$ cat src/rtl/wb_stage.sv
`default_nettype none
// ============================================================================
// Module      : wb_stage
// Description : Pipeline writeback stage. Registers the MEM result, load-aligns
//               and selects the writeback value, drives the register file
//               write port and counts retired instructions.
// Revision    : 1.0 - initial release
// ============================================================================
module wb_stage #(
    parameter int RETIRE_W = 64
) (
    input  logic                clk,
    input  logic                rst,
    input  logic                stall,
    input  logic                mem_valid,
    input  logic                mem_regwrite,
    input  logic [4:0]          mem_rd,
    input  logic [2:0]          mem_wb_sel,
    input  logic [2:0]          mem_funct3,
    input  logic [31:0]         mem_alu_out,
    input  logic [31:0]         mem_pc,
    input  logic [31:0]         mem_u_imm,
    input  logic                mem_br_en,
    input  logic [31:0]         mem_rdata,
    output logic                rf_load,
    output logic [4:0]          rf_dest,
    output logic [31:0]         rf_in,
    output logic                wb_valid,
    output logic [31:0]         wb_pc,
    output logic [RETIRE_W-1:0] retire_count
);

    localparam logic [2:0] SEL_ALU  = 3'd0;
    localparam logic [2:0] SEL_LOAD = 3'd1;
    localparam logic [2:0] SEL_PC4  = 3'd2;
    localparam logic [2:0] SEL_UIMM = 3'd3;
    localparam logic [2:0] SEL_BREN = 3'd4;

    localparam logic [2:0] F3_LB  = 3'b000;
    localparam logic [2:0] F3_LH  = 3'b001;
    localparam logic [2:0] F3_LW  = 3'b010;
    localparam logic [2:0] F3_LBU = 3'b100;
    localparam logic [2:0] F3_LHU = 3'b101;

    localparam logic [RETIRE_W-1:0] RETIRE_ONE = {{(RETIRE_W-1){1'b0}}, 1'b1};

    // WB pipeline register
    logic        wb_v;
    logic        wb_regwrite;
    logic [4:0]  wb_rd;
    logic [2:0]  wb_sel;
    logic [2:0]  wb_funct3;
    logic [31:0] wb_alu_out;
    logic [31:0] wb_pc_q;
    logic [31:0] wb_u_imm;
    logic        wb_br_en;
    logic [31:0] wb_rdata;

    always_ff @(posedge clk) begin
        if (rst) begin
            wb_v         <= 1'b0;
            wb_regwrite  <= 1'b0;
            wb_rd        <= 5'd0;
            wb_sel       <= 3'd0;
            wb_funct3    <= 3'd0;
            wb_alu_out   <= 32'd0;
            wb_pc_q      <= 32'd0;
            wb_u_imm     <= 32'd0;
            wb_br_en     <= 1'b0;
            wb_rdata     <= 32'd0;
            retire_count <= '0;
        end else if (!stall) begin
            wb_v        <= mem_valid;
            wb_regwrite <= mem_regwrite;
            wb_rd       <= mem_rd;
            wb_sel      <= mem_wb_sel;
            wb_funct3   <= mem_funct3;
            wb_alu_out  <= mem_alu_out;
            wb_pc_q     <= mem_pc;
            wb_u_imm    <= mem_u_imm;
            wb_br_en    <= mem_br_en;
            wb_rdata    <= mem_rdata;
            if (mem_valid) begin
                retire_count <= retire_count + RETIRE_ONE;
            end
        end
    end

    logic [7:0]  load_byte;
    logic [15:0] load_half;
    logic [31:0] load_data;
    logic [31:0] sel_data;

    always_comb begin
        load_byte = 8'd0;
        unique case (wb_alu_out[1:0])
            2'd0: load_byte = wb_rdata[7:0];
            2'd1: load_byte = wb_rdata[15:8];
            2'd2: load_byte = wb_rdata[23:16];
            2'd3: load_byte = wb_rdata[31:24];
            default: load_byte = 8'd0;
        endcase
    end

    // Halfword loads ignore alu_out[0]; misalignment is not trapped here.
    assign load_half = wb_alu_out[1] ? wb_rdata[31:16] : wb_rdata[15:0];

    always_comb begin
        load_data = wb_rdata;
        case (wb_funct3)
            F3_LB:   load_data = {{24{load_byte[7]}}, load_byte};
            F3_LBU:  load_data = {24'd0, load_byte};
            F3_LH:   load_data = {{16{load_half[15]}}, load_half};
            F3_LHU:  load_data = {16'd0, load_half};
            F3_LW:   load_data = wb_rdata;
            default: load_data = wb_rdata;
        endcase
    end

    always_comb begin
        sel_data = 32'd0;
        case (wb_sel)
            SEL_ALU:  sel_data = wb_alu_out;
            SEL_LOAD: sel_data = load_data;
            SEL_PC4:  sel_data = wb_pc_q + 32'd4;
            SEL_UIMM: sel_data = wb_u_imm;
            SEL_BREN: sel_data = {31'd0, wb_br_en};
            default:  sel_data = 32'd0;
        endcase
    end

    // Held outputs under stall keep the regfile bypass to decode valid.
    assign rf_load  = wb_v & wb_regwrite & (wb_rd != 5'd0);
    assign rf_dest  = rf_load ? wb_rd : 5'd0;
    assign rf_in    = rf_load ? sel_data : 32'd0;
    assign wb_valid = wb_v;
    assign wb_pc    = wb_pc_q;

endmodule
`default_nettype wire

$ cat config.mk
export PLATFORM = sky130hd
export DESIGN_NAME = wb_stage
export DESIGN_NICKNAME = d
export VERILOG_FILES = /design/src/rtl/wb_stage.sv
export SDC_FILE = /design/constraint.sdc
export NUM_CORES = 1
export LEC_CHECK = 0
export ABC_AREA = 1
export CAP_MARGIN = 20
export CORE_AREA = 10 10 203 186
export CTS_BUF_LIST = sky130_fd_sc_hd__clkbuf_2 sky130_fd_sc_hd__clkbuf_4 sky130_fd_sc_hd__clkbuf_8
export CTS_CLUSTER_DIAMETER = 80
export CTS_CLUSTER_SIZE = 30
export DETAILED_ROUTE_END_ITERATION = 7
export DIE_AREA = 0 0 213 196
export RECOVER_POWER = 100
export SETUP_SLACK_MARGIN = 0.15
export SYNTH_ARGS = -nofsm -noshare
export SYNTH_HDL_FRONTEND = slang
export SYNTH_SLANG_ARGS = --single-unit
$ cat constraint.sdc
create_clock -name clk -period 2.3 [get_ports clk]
set_input_delay 0.69 -clock clk [delete_from_list [all_inputs] [get_ports clk]]
set_output_delay 0.69 -clock clk [all_outputs]
set_load 0.05 [all_outputs]
==> out/metrics.yaml <==
status: "finished with violations"
violations: "negative setup slack"
fmax_ghz: 0.344
synth_area_leader_cell: "dfxtp_1"
crit_fanout: 5
ys_types: 45
layout_setup_ws_ps: -608
vias: 12935
first_global_vias: 12515
min_to: "wb_br_en"
grt_max_degree: 90
dp_cells: 2479
drc: 0
hp-class: "flip-flop to flip-flop"
yosys.area.top_type_share_pct: 37.7
wirelength_mm: 50.8
slew_violations: 0
dr.pass1.iters: 5
startpoint_type: "flip-flop"
cpLargestDelayFamily: "simple AND/OR/NAND/NOR gates"
avgSynthCellArea_sq_um: 6.43
final-setup-viol-count: 44
tightest_slew_ps: 1020
initial_core_util_pct: 32.6
gp_congestion: 0.954
grtUsageTotal_pct: 23.2
vias_per_cell: 5.10
postLayoutCoreUtil_pct: 49.8
fin_cells: 2536
slowest_delay_ps: 380
synth_common_cells: "368 x nor2_1, 313 x nand2_1, 206 x dfxtp_1"
synthTopCellsByArea: "dfxtp_1 38%, nor2_1 13%, nand2_1 11%"
maxCapViolCount: 0
area_growth_pct: 52.9
die_w_um: 213
grt_overflow: 0
die_y_um: 196
seq_area_frac_synth_pct: 37.7
synth_edf_count: 0
crit_path_frequent_cell: "nor2_4"
cts_root_buf: "clkbuf_8"
drt-wirelength-per-cell_um: 20.0
dp_hpwl_mm: 39.6
worstSetupPathType: "flip-flop to output pin"
dr.first_iter.drc_count: 1006
r2r_slack_ps: 110
grt_antenna_before_repair: 6
post-route-period-util_pct: 126
timing.rr.end: "retire_count[58]"
synth.cell_area_sq_um: 10900
path_buf_inv: 3
crit_slowest_cell: "dfxtp_4"
required_ps: 1610
rsz0062_at_grt: "yes"
period_minus_slack_ps: 2910
ir_drop_v: 0.000405
coreArea_sq_um: 33600
ant_nets: 0
numPortBuffers: 279
clk_pin_slew_ps: 160
fin_skew_ps: 43.3
dp_slack_ps: -227
clockBufferDepth: 3
io_pins: 280
grt_pass1_wl_mm: 75.5
ctsHoldBuffers: 0
min_path_cells: 2
hp-start: "wb_br_en"
yosys_warnings: 0
htreeDepth: 1
slew_headroom_pct: 31.9
whs_ps: 472
ys_ff_latch: 206
crit_chain: "buf_12 > nand2_8 > nor2_4 > buf_4 > nand2_4 > nor2_1 > or2_2 > nand3_2 > nand2_2 > nor2_4 > nor2_4 > buf_12"
async_flop_share_pct: 0
worst_setup_path_end_kind: "output pin"
hold_viol: 0
synth_cells: 1701
synth_most_common_cell: "nor2_1"
cp.arrival_ps: 2220
r2r_cells: 10
drive_gt1_share_pct: 26.6
fin_nets: 2241
cts.sinks: 206
insertion_delay_ps: 580
crit-reg2reg-launch: "retire_count[1]"
p_leak_nw: 6.67
synth_ff_type: "dfxtp_1"
dieArea_sq_um: 41700
synth_nets: 1848
cts_buffers: 15
fillers: 3363
tritoncts: "built"
placementRows: 64
power_density_nw_per_um2: 482
[worst max-delay path by stage]
stage | to | slack (ps) | depth (start not counted) | start
after floorplan | rf_in[20] | -160 | 9 | wb_rd[3]
after CTS | rf_in[20] | -620 | 9 | wb_sel[2]
after global placement | rf_in[31] | -260 | 11 | wb_pc[13]
after detailed placement | rf_in[31] | -230 | 12 | wb_pc[2]
final | rf_in[17] | -610 | 12 | wb_pc[6]
after global routing | rf_in[8] | -710 | 9 | wb_pc[3]
[sequential cells by signal, summed over array words and instances (netlist names)]
name,flops
wb_br_en,1
wb_funct3,3
wb_alu_out,32
wb_regwrite,1
retire_count,64
wb_rdata,32
wb_pc,32
wb_u_imm,32
wb_rd,5
wb_valid,1
wb_sel,3
[power breakdown]
group	leakage, nW	switching, W	internal [W]	total (W)
logic	4.77	0.00101	0.000755	0.00177
clock network	0.184	0.00152	0.000881	0.00240
registers	1.71	0.000150	0.00374	0.00389
[metal layers]
| metal | share of wire, % | vias up | global-route usage (%) |
|---|---|---|---|
| met1 | 44 | 6037 | 31.1 |
| li1 | - | 6345 | - |
| met4 | 3.2 | 2 | 7.56 |
| met5 | 0.031 | - | 0 |
| met3 | 8.0 | 71 | 4.29 |
| met2 | 45 | 480 | 36.7 |
[metrics by stage]
stage	total power [W]	setup TNS, ps	area [sq um]
floorplan	0.00470	-2850	11200
global placement	0.00552	-1520	15600
detailed placement	0.00553	-1850	15600
CTS	0.00809	-19100	16800
global route	0.00842	-26160	16700
finish	0.00806	-18750	16700
[logic make-up after synthesis]
logic type,synth area share [%]
compound gates,16.8
xor+xnor,1.12
simple gates,35.4
fa+ha+maj,0.229
buf+inv,8.71
flops,37.7
[area by class of cell]
cell class                 count  area (sq um)  share of cell area (%)
clock buffer                  16           220                    1.32
multi-input combinational   1249          6730                    40.3
inverter                     174           684                    4.09
sequential                   206          4220                    25.3
timing repair buffer         447          4160                    24.9
timing repair inverter         1          8.76                  0.0524
antenna                        4          10.0                  0.0599
clock inverter                10           150                   0.898
tap                          429           537                    3.21
[worst min-delay path: cells and delay by family, from the launching register on]
kind	cells	cell delay, ps
compound gates	1	60
buf+inv	1	60
flops	1	330
[placed cells by master, fill, tap and decap left out, types with 7 or more instances in the layout]
master             n
a21oi_4           13
nand4_1           28
nand2_1          281
dfxtp_4           21
nand3_1           86
clkdlybuf4s50_1  141
dfxtp_2           15
xor2_1            10
a22o_1            17
inv_1            137
buf_4            122
nand2_4           12
clkbuf_8          16
nor2_2            28
or2_2              7
clkbuf_1          24
buf_12            43
o211ai_1           9
nor3_1            23
nor2_1           331
nand3_2           26
clkbuf_2          83
o21ai_0          172
nor2_4            23
o21ai_1           10
inv_2             27
dfxtp_1          170
buf_6             18
nand2_2           27
nand3b_1           9
a21oi_1           77
[timing repair]
item / in CTS / in global routing
endpoints found under the setup margin: 56 / 46
pin swaps: 48 / 56
cloned: 6 / 0
gates resized for setup: 230 / 108
setup buffers: 16 / 6
Power figures use the tool's default switching activity.
